File: src/rtl/score_tick_scheduler_if.sv
// rtl/score_tick_scheduler_if.sv - signal bundle between game logic and the score tick scheduler
interface score_tick_scheduler_if;
  logic        start;
  logic        collide;
  logic        score_tick;
  logic        score_clr;
  logic        score_visible;
  logic        running;
  logic [2:0]  speed_level;
  logic [15:0] score_bcd;
  logic [15:0] hi_score_bcd;

  modport slave (
    input  start,
    input  collide,
    output score_tick,
    output score_clr,
    output score_visible,
    output running,
    output speed_level,
    output score_bcd,
    output hi_score_bcd
  );

  modport master (
    output start,
    output collide,
    input  score_tick,
    input  score_clr,
    input  score_visible,
    input  running,
    input  speed_level,
    input  score_bcd,
    input  hi_score_bcd
  );
endinterface

File: src/rtl/score_tick_scheduler.sv
// rtl/score_tick_scheduler.sv - game FSM, speed-scaled score tick prescaler, score/high-score and milestone blink
module score_tick_scheduler #(
  parameter int unsigned TICK_DIV    = 5_000_000,
  parameter int unsigned DIV_STEP    = 500_000,
  parameter int unsigned MAX_LEVEL   = 7,
  parameter int unsigned BLINK_HALF  = 12_500_000,
  parameter int unsigned BLINK_COUNT = 3
) (
  input  logic                  clk,
  input  logic                  rst,
  score_tick_scheduler_if.slave bus
);

  typedef enum logic [1:0] {
    S_IDLE = 2'd0,
    S_RUN  = 2'd1,
    S_DEAD = 2'd2
  } state_t;

  state_t      r_state;
  state_t      w_next_state;

  logic        r_tick;
  logic        r_clr;
  logic        r_running;
  logic [2:0]  r_level;
  logic [15:0] r_score;
  logic [15:0] r_hi;
  logic [31:0] r_presc;

  logic        r_blink_active;
  logic        r_visible;
  logic [31:0] r_blink_cnt;
  logic [31:0] r_blink_pair;

  logic        w_enter_run;
  logic        w_enter_dead;
  logic [31:0] w_period;
  logic        w_presc_term;
  logic [15:0] w_score_inc;
  logic        w_milestone;
  logic [2:0]  w_level_next;

  // Per-digit BCD increment; a digit only rolls over when every lower digit rolled over.
  function automatic logic [15:0] bcd_inc(input logic [15:0] v);
    logic [15:0] res;
    logic        carry;
    res   = v;
    carry = 1'b1;
    for (int i = 0; i < 4; i++) begin
      if (carry) begin
        if (res[i*4 +: 4] == 4'd9) begin
          res[i*4 +: 4] = 4'd0;
        end else begin
          res[i*4 +: 4] = res[i*4 +: 4] + 4'd1;
          carry         = 1'b0;
        end
      end
    end
    return res;
  endfunction

  assign w_period     = 32'(TICK_DIV) - 32'(r_level) * 32'(DIV_STEP);
  assign w_presc_term = (r_presc == w_period - 32'd1);
  assign w_score_inc  = bcd_inc(r_score);
  assign w_milestone  = (w_score_inc[7:0] == 8'h00);
  assign w_level_next = (r_level == 3'(MAX_LEVEL)) ? r_level : r_level + 3'd1;
  assign w_enter_run  = (r_state != S_RUN) && (w_next_state == S_RUN);
  assign w_enter_dead = (r_state == S_RUN) && (w_next_state == S_DEAD);

  // Game state register.
  always_ff @(posedge clk) begin
    if (rst) begin
      r_state <= S_IDLE;
    end else begin
      r_state <= w_next_state;
    end
  end

  // Next-state logic: collide wins in RUN, start is only honoured outside RUN.
  always_comb begin
    w_next_state = r_state;
    case (r_state)
      S_IDLE, S_DEAD: begin
        if (bus.start) w_next_state = S_RUN;
      end
      S_RUN: begin
        if (bus.collide) w_next_state = S_DEAD;
      end
      default: w_next_state = S_IDLE;
    endcase
  end

  // Registered outputs: prescaler, score/high score, speed level and milestone blink.
  always_ff @(posedge clk) begin
    if (rst) begin
      r_tick         <= 1'b0;
      r_clr          <= 1'b0;
      r_running      <= 1'b0;
      r_level        <= 3'd0;
      r_score        <= 16'h0000;
      r_hi           <= 16'h0000;
      r_presc        <= 32'd0;
      r_blink_active <= 1'b0;
      r_visible      <= 1'b1;
      r_blink_cnt    <= 32'd0;
      r_blink_pair   <= 32'd0;
    end else begin
      r_tick    <= 1'b0;
      r_clr     <= 1'b0;
      r_running <= (w_next_state == S_RUN);
      if (w_enter_run) begin
        r_clr          <= 1'b1;
        r_score        <= 16'h0000;
        r_level        <= 3'd0;
        r_presc        <= 32'd0;
        r_blink_active <= 1'b0;
        r_visible      <= 1'b1;
        r_blink_cnt    <= 32'd0;
        r_blink_pair   <= 32'd0;
      end else if (w_enter_dead) begin
        // Packed BCD compares correctly as a plain unsigned number.
        if (r_score > r_hi) r_hi <= r_score;
        r_blink_active <= 1'b0;
        r_visible      <= 1'b1;
        r_blink_cnt    <= 32'd0;
        r_blink_pair   <= 32'd0;
      end else if (r_state == S_RUN) begin
        if (w_presc_term) begin
          r_presc <= 32'd0;
          r_tick  <= 1'b1;
          r_score <= w_score_inc;
          if (w_milestone) r_level <= w_level_next;
        end else begin
          r_presc <= r_presc + 32'd1;
        end

        if (w_presc_term && w_milestone) begin
          // A milestone always restarts the blink from its first off-phase.
          r_blink_active <= 1'b1;
          r_visible      <= 1'b0;
          r_blink_cnt    <= 32'd0;
          r_blink_pair   <= 32'd0;
        end else if (r_blink_active) begin
          if (r_blink_cnt == 32'(BLINK_HALF - 1)) begin
            r_blink_cnt <= 32'd0;
            if (!r_visible) begin
              r_visible <= 1'b1;
            end else if (r_blink_pair == 32'(BLINK_COUNT - 1)) begin
              r_blink_active <= 1'b0;
            end else begin
              r_blink_pair <= r_blink_pair + 32'd1;
              r_visible    <= 1'b0;
            end
          end else begin
            r_blink_cnt <= r_blink_cnt + 32'd1;
          end
        end
      end
    end
  end

  assign bus.score_tick    = r_tick;
  assign bus.score_clr     = r_clr;
  assign bus.score_visible = r_visible;
  assign bus.running       = r_running;
  assign bus.speed_level   = r_level;
  assign bus.score_bcd     = r_score;
  assign bus.hi_score_bcd  = r_hi;

endmodule
File: src/flat_wrapper.sv
// flat-port wrapper written by rule: the top's interface ports become plain ports
module score_tick_scheduler_flat 
#(
  parameter int unsigned TICK_DIV    = 5_000_000,
  parameter int unsigned DIV_STEP    = 500_000,
  parameter int unsigned MAX_LEVEL   = 7,
  parameter int unsigned BLINK_HALF  = 12_500_000,
  parameter int unsigned BLINK_COUNT = 3
)
  (clk, rst, bus_start, bus_collide, bus_score_tick, bus_score_clr, bus_score_visible, bus_running, bus_speed_level, bus_score_bcd, bus_hi_score_bcd);
  score_tick_scheduler_if bus_i ();
  input  logic clk;
  input  logic rst;
  input wire logic [$bits(bus_i.start)-1:0] bus_start;
  input wire logic [$bits(bus_i.collide)-1:0] bus_collide;
  output wire logic [$bits(bus_i.score_tick)-1:0] bus_score_tick;
  output wire logic [$bits(bus_i.score_clr)-1:0] bus_score_clr;
  output wire logic [$bits(bus_i.score_visible)-1:0] bus_score_visible;
  output wire logic [$bits(bus_i.running)-1:0] bus_running;
  output wire logic [$bits(bus_i.speed_level)-1:0] bus_speed_level;
  output wire logic [$bits(bus_i.score_bcd)-1:0] bus_score_bcd;
  output wire logic [$bits(bus_i.hi_score_bcd)-1:0] bus_hi_score_bcd;
  assign bus_i.start = bus_start;
  assign bus_i.collide = bus_collide;
  assign bus_score_tick = bus_i.score_tick;
  assign bus_score_clr = bus_i.score_clr;
  assign bus_score_visible = bus_i.score_visible;
  assign bus_running = bus_i.running;
  assign bus_speed_level = bus_i.speed_level;
  assign bus_score_bcd = bus_i.score_bcd;
  assign bus_hi_score_bcd = bus_i.hi_score_bcd;
  score_tick_scheduler #(.TICK_DIV(TICK_DIV), .DIV_STEP(DIV_STEP), .MAX_LEVEL(MAX_LEVEL), .BLINK_HALF(BLINK_HALF), .BLINK_COUNT(BLINK_COUNT)) u_core (.clk(clk), .rst(rst), .bus(bus_i));
endmodule
File: config.mk
export PLATFORM = sky130hd
export DESIGN_NAME = score_tick_scheduler_flat
export DESIGN_NICKNAME = d
export VERILOG_FILES = /design/src/rtl/score_tick_scheduler_if.sv /design/src/rtl/score_tick_scheduler.sv /design/src/flat_wrapper.sv
export SDC_FILE = /design/constraint.sdc
export NUM_CORES = 1
export LEC_CHECK = 0
export ABC_AREA = 0
export CAP_MARGIN = 20
export CORE_MARGIN = 4
export CORE_UTILIZATION = 50
export DETAILED_ROUTE_END_ITERATION = 6
export GPL_ROUTABILITY_DRIVEN = 1
export PLACE_DENSITY = 0.79
export SLEW_MARGIN = 10
export SYNTH_ARGS = -nofsm -noshare
export SYNTH_HDL_FRONTEND = slang
export SYNTH_SLANG_ARGS = --single-unit
File: constraint.sdc
create_clock -name clk -period 5.1 [get_ports clk]
set_clock_uncertainty 0.1 [all_clocks]
set_input_delay 0.51 -clock clk [delete_from_list [all_inputs] [get_ports clk]]
set_output_delay 0.51 -clock clk [all_outputs]
set_load 0.05 [all_outputs]
Yosys cells after proc, flatten, opt, wreduce, memory -nomap -nowiden --
Index checks and enable logic that the tools add are counted. W data, S select, Z words.
Storage, ports and cells: bits in registers 138, bits of input ports 4, output and inout port bits 39, logic and storage cells 99
Operators by class: add/subtract/negate cells 10, multiply operators 1, magnitude comparators 1, equal/unequal tests 14, mux-type cells 34, bitwise gates (word level) 4, reductions and logical operators 21
Operator list (count):
- $mux W32 | 9
- $add A32 B1 Y32 const B | 3
- $eq A32 B2 Y1 const B | 1
- $eq A32 B24 Y1 const B | 1
- $eq A32 B32 Y1 | 1
- $sub A32 B1 Y32 const B | 1
- $sub A23 B22 Y24 const A | 1
- $mux W4 | 5
- $mul A3 B14 Y17 const B | 1
- $mux W1 | 17
- $add A4 B1 Y4 const B | 4
- $eq A4 B4 Y1 const B | 4
- $gt A16 B16 Y1 | 1
- $reduce_and A5 Y1 | 2
- $reduce_and A3 Y1 | 3
- $logic_not A8 Y1 | 1
- $reduce_and A4 Y1 | 2
- $reduce_bool A2 Y1 | 3
- $eq A2 B1 Y1 const B | 2
- $eq A2 B2 Y1 const B | 2
- $mux W2 | 2
- $ne A2 B1 Y1 const B | 2
- $not A1 Y1 | 4
- $pmux W2 S2 | 1
- 8 further kinds | 12

Longest topological paths before layout --
depth in word-level cells 7, mapped depth 19, gate-level depth less buffers 16

Least setup slack after synthesis --
Ideal clock, no wire load.
kind register to register, start point reg u_core.r_level[0] (netlist: u_core.bus.speed_level[0]), end point reg u_core.r_blink_pair[25], library setup time 0.115 ns, arrival time 5.485 ns, data required time 4.885 ns, path slack -0.599 ns, cell stages (with the launch flop) 20, path buffers 3, period minus slack after synthesis 5.699 ns, cells stage by stage dfxtp_1 > inv_1 > ha_1 > inv_1 > ha_1 > fa_1 > or3b_1 > a21o_1 > or4b_4 > nand3_1 > nor4b_1 > mux2_2 > o31ai_2 > o31a_1 > buf_2 > or4_1 > clkbuf_1 > buf_2 > o31a_1 > o21a_1
On the way: word-level cells in the longest chain between the ends 7, elaborated cells on any way between the ends 11, those cells by class 2 x add/sub; 1 x mul; 2 x eq/ne; 1 x mux; 5 x reduce/logical
RTL lines:
- from (decl) | RTL line score_tick_scheduler.sv:26 | logic [2:0] r_level;
- from (signal assigned) | RTL line score_tick_scheduler.sv:133 | if (w_milestone) r_level <= w_level_next;
- $mul A3 B14 Y17 (*) | RTL line score_tick_scheduler.sv:63 | assign w_period = 32'(TICK_DIV) - 32'(r_level) * 32'(DIV_STEP);
- $sub A23 B22 Y24 (*) | RTL line score_tick_scheduler.sv:63
- $sub A32 B1 Y32 (*) | RTL line score_tick_scheduler.sv:64 | assign w_presc_term = (r_presc == w_period - 32'd1);
- $eq A32 B32 Y1 (*) | RTL line score_tick_scheduler.sv:64
- $logic_and A1 B1 Y1 (*) | RTL line score_tick_scheduler.sv:138 | if (w_presc_term && w_milestone) begin
- $ne A2 B1 Y1 (no line) / $reduce_bool A2 Y1 (equally long branches)
- $reduce_and A5 Y1 (no line)
- to (signal assigned) | RTL line score_tick_scheduler.sv:152 | r_blink_pair <= r_blink_pair + 32'd1;
- to (decl) | RTL line score_tick_scheduler.sv:34 | logic [31:0] r_blink_pair;
Mark *: on every way between the ends. The rest lies on a longest branch, timed or not. A chain may end at the register's enable or synchronous reset.

Worst setup path after layout --
start point reg u_core.r_level[2] (netlist: u_core.bus.speed_level[2]), end point reg u_core.r_blink_pair[31]
The elaborated chain is that of the path after synthesis.

==> reports/qor.yml <==
status: "finished clean"
yosys-top-cells-area: "dfxtp_1, xnor2_1, nor2_1, ha_1, nand2_1"
insertion_delay_ns: 0.42
setup.worst_path.start_class: "flip-flop"
drc: 0
hold_viol_final: 0
synth_xor_area_share_pct: 12.2
synth_top_area_cell: "dfxtp_1"
grt.overflow.total: 0
dieArea_um2: 18400
crit_arrival_ns: 5.28
setup_slack_ns: 0.0734
power.density_nw_per_um2: 245
min_period_over_period_pct: 98.6
synth_ff_type: "dfxtp_1"
grt_max_degree: 32
start_util_pct: 51.1
syn-num-nets: 1033
whs_path_depth: 2
ios: 43
post-dp-hpwl_um: 12900
synth_top_family_by_area: "simple AND/OR/NAND/NOR gates"
worstRegToRegCells: 13
h-tree-depth: 4
antenna_found_initial: 0
ys_seq_area_share_pct: 34.0
drt-initial-drc-count: 583
synth.area.mux_share_pct: 3.27
worst_slew_pin_slew_ns: 0.943
path_class: "flip-flop to flip-flop"
detailedPlace.worstSlack_ns: -0.0831
num_rows: 46
avgSynthCellArea_um2: 8.18
synth_seq_cells: 138
port_buffers: 42
grt_use_total_pct: 20.5
whs_ns: 0.363
p_leak_nw: 3.44
synth_cell_types: 67
critical_path.endpoint_type: "flip-flop"
synth_compound_area_share_pct: 10.9
grt_pass1_vias: 6660
post-route-min-period_ns: 5.03
fin_area_um2: 9640
holdBufCountCts: 0
gp_congestion: 0.839
placed_area_um2: 8840
async_reset_ff_share_pct: 0
firstDrtPassIters: 5
synth_area_um2: 8120
viasPerCell: 5.69
synth-simple-area-share_pct: 30.1
grt_busiest_layer: "met2"
ant_nets: 0
drv_slew: 0
drt-total-wl_um: 19000
setup-violations-final: 0
areaGrowthSynthToFinish_pct: 18.7
synth_edf_count: 0
clk_pin_slew_ns: 0.06
root_buffer: "clkbuf_16"
crit_fanout: 6
slew-limit-headroom_pct: 37.1
met3_usage_pct: 4.53
die_y_um: 135
fmax_ghz: 0.199
clock-sinks: 138
syn_inst: 993
layout.nets: 1083
synth_fa_ha_area_share_pct: 5.82
dieWidth_um: 135
yosys_warnings: 0
vias: 7233
synth_top_area_share_pct: 34.0
hold_path.class: "flip-flop to flip-flop"
grt_pass1_wl_um: 31100
use_met2_pct: 33.2
routedWlPerCell_um: 14.9
ir_drop_v: 0.000202
core_um2: 15900
layout-drive-gt1-share_pct: 10.3
cts_tree: "yes"
drv_cap: 0
insertedDiodeCount: 0
use_met1_pct: 27.2
numCtsBuffers: 17
required_ns: 5.36
clock_path_buffers: 2
## worst max-delay path, cell delays in order (launching register included)
cell and delay [ns]:
dfxtp_4 0.35, fa_2 0.61, fa_2 0.48, or3b_4 0.42
a21o_1 0.22, or4b_4 0.52, a31oi_4 0.22, a211oi_1 0.10
a31oi_1 0.16, nand4b_1 0.14, o31a_1 0.36, or4_4 0.60
or4_1 0.52, a21oi_1 0.15
## per-layer routing
| metal | routed length (µm) | vias to the layer above |
|---|---|---|
| met2 | 9010 | 174 |
| met5 | 0 | - |
| li1 | - | 3615 |
| met4 | 232 | 0 |
| met3 | 919 | 21 |
| met1 | 8850 | 3423 |
## cells in the mapped netlist, types with 3 or more instances
library cell,number
o2111ai_1,3
a31oi_1,7
o31ai_1,8
fa_1,3
o21a_1,8
xnor3_1,4
mux2_2,4
nor4b_1,9
nand2b_1,10
nor4_1,27
nor3_1,35
nand4b_1,8
nor3b_1,13
mux2i_1,22
buf_2,6
a21oi_1,43
nand4_1,28
inv_1,32
xor2_1,30
or2_2,4
and4_1,8
and2_1,8
o211ai_1,3
dfxtp_1,138
nor2b_1,14
o31a_1,3
a21o_1,10
and3_1,19
clkbuf_1,37
o21ai_0,23
nand3_1,35
nor2_1,144
ha_1,33
xnor2_1,73
or3_1,13
or4_1,12
nand2_1,80
## flip-flops by register name, summed over array words and instances, names as in the netlist
name	count
u_core.r_blink_cnt	32
u_core.bus.score_clr	1
u_core.bus.speed_level	3
u_core.bus.score_bcd	16
u_core.r_blink_pair	32
u_core.r_state	2
u_core.bus.running	1
u_core.bus.score_tick	1
u_core.bus.hi_score_bcd	16
u_core.r_blink_active	1
u_core.bus.score_visible	1
u_core.r_presc	32
## final timing paths
check	from	to	slack, ns
setup / recovery	u_core.bus.speed_level[2]	u_core.r_blink_pair[31]	0.07
hold / removal	u_core.r_state[1]	u_core.r_state[1]	0.36
setup reg to reg	u_core.bus.speed_level[2]	u_core.r_blink_pair[31]	0.07
hold reg to reg	u_core.r_state[1]	u_core.r_state[1]	0.36
## stage by stage
step                utilization [%]  instances  power [mW]  TNS [ns]
floorplan                         -        993        1.14  -0.00996
global placement               55.6       1227        1.16         0
detailed placement             55.6       1227        1.16    -0.143
CTS                            59.3       1259        2.38         0
global route                   60.7       1272        2.43    -0.634
finish                         60.7       1272        2.36         0
## cell type report
class | instances | area (µm²)
Tap cell | 216 | 270
Sequential cell | 138 | 2770
Clock inverter | 13 | 144
Multi-Input combinational cell | 779 | 5200
Fill cell | 1385 | 6250
Inverter | 32 | 123
Timing Repair Buffer | 75 | 683
Clock buffer | 19 | 443
## power by group
part           leakage (nW)  switching [mW]  internal, mW
Clock                 0.282           0.485         0.737
Sequential             1.11         0.00123          1.08
Combinational          2.04          0.0435        0.0132
Total                  3.44           0.530          1.83
## cells by family (layout without fill, tap and decap cells)
kind of cell / after synthesis / count (layout)
muxes: 26 / 26
buffers and inverters: 77 / 139
and+or+nand+nor: 475 / 476
adders and majority gates: 36 / 36
xor gates and xnor gates: 107 / 107
DFF: 138 / 138
AOI/OAI and AO/OA: 134 / 134
## cells in the final DEF, fill, tap and decap left out, types with 22 or more instances in the layout
master,synthesis,final
inv_1,32,30
nand2_1,80,80
xnor2_1,73,72
nor3_1,35,34
clkdlybuf4s50_1,0,42
xor2_1,30,30
nand4_1,28,28
mux2i_1,22,22
a21oi_1,43,41
nand3_1,35,35
dfxtp_1,138,135
nor2_1,144,144
buf_4,0,29
ha_1,33,31
## what timing repair did
action | 4_1_cts | 5_1_grt
endpoints found under the setup margin | 4 | 99
pin swaps | 0 | 13
resized for setup | 1 | 27
setup buffers | 0 | 12
cloned | 0 | 1
No activity file was read; power rests on OpenSTA's default activity.
